==> src/rtl/conv_y_sink_if.sv <==
// Y-sample stream between the convolution engine (master) and a receiving sink (slave).
// Carries the valid/ready handshake and the signed sample.
interface conv_y_sink_if #(
    parameter int ACC_SIZE = 21
);
    logic                       s_valid_y;
    logic signed [ACC_SIZE-1:0] s_data_in_y;
    logic                       s_ready_y;

    modport master (
        output s_valid_y,
        output s_data_in_y,
        input  s_ready_y
    );

    modport slave (
        input  s_valid_y,
        input  s_data_in_y,
        output s_ready_y
    );
endinterface

==> src/rtl/conv_y_sink.sv <==
// Captures one convolution output frame into a buffer, tracks its signed sum and maximum,
// and offers the frozen frame through a registered random-access read port.
module conv_y_sink #(
    parameter int ACC_SIZE   = 21,
    parameter int X_SIZE     = 128,
    parameter int F_SIZE     = 32,
    parameter int Y_COUNT    = X_SIZE - F_SIZE + 1,
    parameter int ADDR_WIDTH = $clog2(Y_COUNT),
    parameter int SUM_WIDTH  = ACC_SIZE + ADDR_WIDTH
) (
    input  logic                        clk,
    input  logic                        reset,
    conv_y_sink_if.slave                y,
    output logic                        frame_done,
    input  logic                        frame_clear,
    input  logic                        rd_req,
    input  logic [ADDR_WIDTH-1:0]       rd_addr,
    output logic                        rd_valid,
    output logic signed [ACC_SIZE-1:0]  rd_data,
    output logic                        rd_err,
    output logic signed [SUM_WIDTH-1:0] frame_sum,
    output logic signed [ACC_SIZE-1:0]  frame_max,
    output logic [7:0]                  frame_cnt
);

    typedef enum logic {
        COLLECT,
        HOLD
    } state_t;

    localparam logic signed [ACC_SIZE-1:0] MAX_INIT = {1'b1, {(ACC_SIZE-1){1'b0}}};

    state_t                     state;
    state_t                     state_nxt;
    logic [ADDR_WIDTH-1:0]      wr_cnt;
    logic signed [ACC_SIZE-1:0] y_buf [Y_COUNT];

    logic                       xfer;
    logic                       last;
    logic                       rd_fire;
    logic                       rd_in_range;
    logic signed [SUM_WIDTH-1:0] sample_ext;

    assign y.s_ready_y  = (state == COLLECT);
    assign frame_done   = (state == HOLD);
    assign xfer         = y.s_valid_y && y.s_ready_y;
    assign last         = (wr_cnt == ADDR_WIDTH'(Y_COUNT - 1));
    assign rd_fire      = rd_req && (state == HOLD);
    assign rd_in_range  = ({1'b0, rd_addr} < (ADDR_WIDTH + 1)'(Y_COUNT));
    assign sample_ext   = {{(SUM_WIDTH - ACC_SIZE){y.s_data_in_y[ACC_SIZE-1]}}, y.s_data_in_y};

    always_ff @(posedge clk or negedge reset) begin
        if (!reset) begin
            state <= COLLECT;
        end else begin
            state <= state_nxt;
        end
    end

    // A clear wins over a simultaneous last transfer: the sample is dropped, so no HOLD.
    always_comb begin
        state_nxt = state;
        case (state)
            COLLECT: begin
                if (!frame_clear && xfer && last) begin
                    state_nxt = HOLD;
                end
            end
            HOLD: begin
                if (frame_clear) begin
                    state_nxt = COLLECT;
                end
            end
            default: state_nxt = COLLECT;
        endcase
    end

    always_ff @(posedge clk or negedge reset) begin
        if (!reset) begin
            wr_cnt    <= '0;
            frame_sum <= '0;
            frame_max <= MAX_INIT;
            frame_cnt <= '0;
            rd_valid  <= 1'b0;
            rd_data   <= '0;
            rd_err    <= 1'b0;
        end else begin
            if (frame_clear) begin
                wr_cnt    <= '0;
                frame_sum <= '0;
                frame_max <= MAX_INIT;
            end else if (xfer) begin
                wr_cnt    <= last ? '0 : wr_cnt + 1'b1;
                frame_sum <= frame_sum + sample_ext;
                if (y.s_data_in_y > frame_max) begin
                    frame_max <= y.s_data_in_y;
                end
                if (last) begin
                    frame_cnt <= frame_cnt + 8'd1;
                end
            end

            rd_valid <= rd_fire;
            rd_err   <= rd_fire && !rd_in_range;
            if (rd_fire) begin
                rd_data <= rd_in_range ? y_buf[rd_addr] : '0;
            end
        end
    end

    // Frame storage carries no reset; contents only matter once a frame is complete.
    always_ff @(posedge clk) begin
        if (xfer && !frame_clear) begin
            y_buf[wr_cnt] <= y.s_data_in_y;
        end
    end

endmodule

==> src/flat_wrapper.sv <==
// flat-port wrapper written by rule: the top's interface ports become plain ports
module conv_y_sink_flat 
#(
    parameter int ACC_SIZE   = 21,
    parameter int X_SIZE     = 128,
    parameter int F_SIZE     = 32,
    parameter int Y_COUNT    = X_SIZE - F_SIZE + 1,
    parameter int ADDR_WIDTH = $clog2(Y_COUNT),
    parameter int SUM_WIDTH  = ACC_SIZE + ADDR_WIDTH
)
  (clk, reset, frame_done, frame_clear, rd_req, rd_addr, rd_valid, rd_data, rd_err, frame_sum, frame_max, frame_cnt, y_s_valid_y, y_s_data_in_y, y_s_ready_y);
  conv_y_sink_if #(.ACC_SIZE(ACC_SIZE)) y_i ();
  input  logic clk;
  input  logic reset;
  output logic frame_done;
  input  logic frame_clear;
  input  logic rd_req;
  input  logic [ADDR_WIDTH-1:0] rd_addr;
  output logic rd_valid;
  output logic signed [ACC_SIZE-1:0] rd_data;
  output logic rd_err;
  output logic signed [SUM_WIDTH-1:0] frame_sum;
  output logic signed [ACC_SIZE-1:0] frame_max;
  output logic [7:0] frame_cnt;
  input wire logic [$bits(y_i.s_valid_y)-1:0] y_s_valid_y;
  input wire logic [$bits(y_i.s_data_in_y)-1:0] y_s_data_in_y;
  output wire logic [$bits(y_i.s_ready_y)-1:0] y_s_ready_y;
  assign y_i.s_valid_y = y_s_valid_y;
  assign y_i.s_data_in_y = y_s_data_in_y;
  assign y_s_ready_y = y_i.s_ready_y;
  conv_y_sink #(.ACC_SIZE(ACC_SIZE), .X_SIZE(X_SIZE), .F_SIZE(F_SIZE), .Y_COUNT(Y_COUNT), .ADDR_WIDTH(ADDR_WIDTH), .SUM_WIDTH(SUM_WIDTH)) u_core (.clk(clk), .reset(reset), .y(y_i), .frame_done(frame_done), .frame_clear(frame_clear), .rd_req(rd_req), .rd_addr(rd_addr), .rd_valid(rd_valid), .rd_data(rd_data), .rd_err(rd_err), .frame_sum(frame_sum), .frame_max(frame_max), .frame_cnt(frame_cnt));
endmodule
==> config.mk <==
export PLATFORM = sky130hd
export DESIGN_NAME = conv_y_sink_flat
export DESIGN_NICKNAME = d
export VERILOG_FILES = /design/src/rtl/conv_y_sink_if.sv /design/src/rtl/conv_y_sink.sv /design/src/flat_wrapper.sv
export SDC_FILE = /design/constraint.sdc
export NUM_CORES = 2
export LEC_CHECK = 0
export ABC_AREA = 1
export BUFFER_PORTS_ARGS = -buffer_cell sky130_fd_sc_hd__buf_2
export CORE_MARGIN = 1
export CORE_UTILIZATION = 45
export CTS_CLUSTER_DIAMETER = 150
export DETAILED_ROUTE_END_ITERATION = 16
export SYNTH_ARGS = -nofsm -noshare
export SYNTH_HDL_FRONTEND = slang
export SYNTH_SLANG_ARGS = --single-unit
==> constraint.sdc <==
create_clock -name clk -period 5.25 [get_ports clk]
set_input_delay 1.05 -clock clk [delete_from_list [all_inputs] [get_ports clk]]
set_output_delay 1.05 -clock clk [all_outputs]
set_load 0.05 [all_outputs]
==> metrics.yaml <==
status: "finished, final reports clean"
tns_ns: 0
drv_slew: 0
numPortBuffers: 114
grt-ovfl-total: 0
synth_ff_type: "edfxtp_1"
powerDensity_mw_per_mm2: 357.8
reg2reg_to: "u_core.y_buf[57][6]$_DFFE_PP_"
critical-path-top-delay-family: "simple AND/OR/NAND/NOR gates"
finalHoldViolCount: 0
avgRoutedWirePerCell_um: 23.39
drcViolationCount: 0
root_buffer: "clkbuf_16"
startpoint_type: "flop"
tightestPinTransition_ns: 1.317
cts_hold_buf: 0
synth_edf_count: 2037
synth_common_cells: "nand2_1, edfxtp_1, nand3_1, inv_1, nor2_1"
hpwl_mm: 156.3
via_count: 62610
die_x_um: 454.2
fp.dieH_um: 454.2
relSlewSlack: 0.1185
synthTopCellsByArea: "edfxtp_1, nand2_1, nand3_1"
syn_nets: 8740
worstSetupPathType: "reg2reg"
timing.rr.start: "u_core.frame_done$_DFF_PN0_"
syn_inst: 8655
r2r_slack_ns: 1.81
cts-resized-gates: 0
syn_to_final_growth_pct: 11.85
io_pins: 115
worstPathMaxFanout: 21
antenna_left: 0
ff2ff_path_depth: 6
vias_per_cell: 5.394
cts_setup_buffers: 0
cp_slowest_cell: "nor2_2"
drt_first_pass_iters: 6
antenna_found_initial: 14
cts_sinks: 2125
timing.final.crit_period_ns: 3.441
finalClockSkew_ns: 0.06455
track_usage: 0.2613
synth_most_common_cell: "nand2_1"
vdd_drop_max_mv: 0.3307
dpl_worst_slack_ns: 1.344
fillers: 17910
path_buf_inv: 2
coreArea_mm2: 0.2027
start_util: 0.4539
cts_buffer_depth: 3
num_rows: 165
syn_area_mm2: 0.09202
yosys_warnings: 0
crit_top_cell: "nor2_2"
critPathMaxStageDelay_ns: 1.00
fin_crit_sh: 0.6554
leakagePower_nw: 41.55
synth.distinct_cells: 40
yosysSeqAreaShare: 0.6886
grt_max_degree: 202
clk_pin_slew_worst_paths_ns: 0.06
critPathRequiredTime_ns: 5.70
cts_htree_levels: 4
wl_mm: 271.5
hp-class: "in2async"
finalSetupViolations: 0
end_kind: "flop"
async_flop_share: 0.04141
yosysTopAreaCell: "edfxtp_1"
grt_pass1_vias: 58450
setup_slack_ns: 1.809
rsz0062_at_grt: "no"
worstPathCellList: "inv_1 -> nand2_1 -> nor2_2 -> nand4_1 -> buf_4 -> nor2_2"
drt_iter0_drc: 7688
synth_top_area_share: 0.6647
gp_congestion: 0.8790
cap_violations: 0
max_freq_ghz: 0.2906
tritoncts: "done"
synth.avg_cell_area_um2: 10.63
drive_above_1_share: 0.1003
dieArea_mm2: 0.2063
cts_made_buffers: 214
ys_ff_latch: 2125
clk_latency_ns: 0.88
cp.arrival_ns: 3.89
grt_pass1_wl_mm: 395.3
num-nets-final: 8830
[layout by cell type (no fill, tap or decap), types with 4 or more instances in the layout]
cell	count
a21oi_1	131
buf_12	29
buf_2	88
buf_4	218
bufinv_16	18
clkbuf_1	59
clkbuf_16	215
clkbuf_8	5
clkinv_1	48
clkinv_16	5
clkinv_2	42
clkinv_8	5
dfrtp_1	87
diode_2	6
edfxtp_1	2037
ha_1	51
inv_1	966
inv_2	10
nand2_1	2867
nand3_1	1048
nand4_1	17
nor2_1	249
nor2_2	100
nor3_1	13
o211ai_1	195
o21ai_0	214
o21ai_1	10
o21bai_1	4
o31ai_1	4
or2_2	145
xnor2_1	5
xor2_1	8
[through the flow]
step	cells	total power, mW	cell area, um2	hold slack (ns)	util
final	11610	36.83	102900	0.2423	0.5077
after global placement	11200	22.03	96010	0.4612	0.4736
after detailed placement	11200	22.05	96010	0.4594	0.4736
after CTS	11600	37.01	102900	0.2204	0.5076
after floorplan	8655	20.78	92020	0.5303	-
after global routing	11600	37.85	102900	0.2679	0.5076
[registers in the layout, indices dropped and copies added, names as in the netlist]
name               count
u_core.rd_valid        1
u_core.frame_done      1
u_core.wr_cnt          7
u_core.frame_max      21
u_core.frame_sum      28
u_core.frame_cnt       8
u_core.y_buf        2037
u_core.rd_data        21
u_core.rd_err          1
[cells by family (layout without fill, tap and decap cells)]
logic type,count (synthesis),count (layout),synth area share
flops,2125,2125,0.6886
other cells,0,6,0
buf+inv,1446,1721,0.06539
xor+xnor,13,13,0.001237
fa+ha+maj,52,52,0.007152
compound gates,573,573,0.03708
simple gates,4446,4446,0.2005
[report_power, final]
group	internal, mW	switching (mW)
Clock	8.51	6.60
Combinational	0.701	2.27
Sequential	18.7	0.0881
[final cells by class]
| type | instances | area, um2 | share of cell area |
|---|---|---|---|
| Multi-Input combinational cell | 5084 | 22880 | 0.2223 |
| Inverter | 982 | 3711 | 0.03606 |
| Antenna cell | 6 | 15.01 | 0.0001459 |
| Timing Repair Buffer | 338 | 2703 | 0.02626 |
| Clock buffer | 279 | 5670 | 0.05509 |
| Tap cell | 2672 | 3343 | 0.03248 |
| Clock inverter | 122 | 1229 | 0.01194 |
| Sequential cell | 2125 | 63370 | 0.6157 |
[routing by layer]
metal / wire [um] / GRT usage
met3: 22490 / 0.03635
met1: 114000 / 0.3704
met5: 13 / 0
met4: 10450 / 0.09817
met2: 124600 / 0.4096
[worst reg2reg max path, stage by stage (launching register included)]
cell,delay [ns]
dfrtp_1,0.56
inv_1,0.20
nand2_1,0.28
nor2_2,0.52
nand4_1,0.15
buf_4,0.31
nor2_2,1.01
[worst max-delay path by stage]
stage | from | to | cells after the start
finish | u_core.frame_done$_DFF_PN0_ | u_core.y_buf[57][6]$_DFFE_PP_ | 6
CTS | u_core.frame_done$_DFF_PN0_ | u_core.y_buf[57][20]$_DFFE_PP_ | 6
global placement | rd_addr[1] | u_core.rd_data[19]$_DFFE_PN0P_ | 14
detailed placement | rd_addr[1] | u_core.rd_data[19]$_DFFE_PN0P_ | 14
global route | u_core.frame_done$_DFF_PN0_ | u_core.y_buf[57][4]$_DFFE_PP_ | 6
floorplan | u_core.frame_done$_DFF_PN0_ | u_core.y_buf[10][0]$_DFFE_PP_ | 7
No activity file was read; power rests on OpenSTA's default activity.
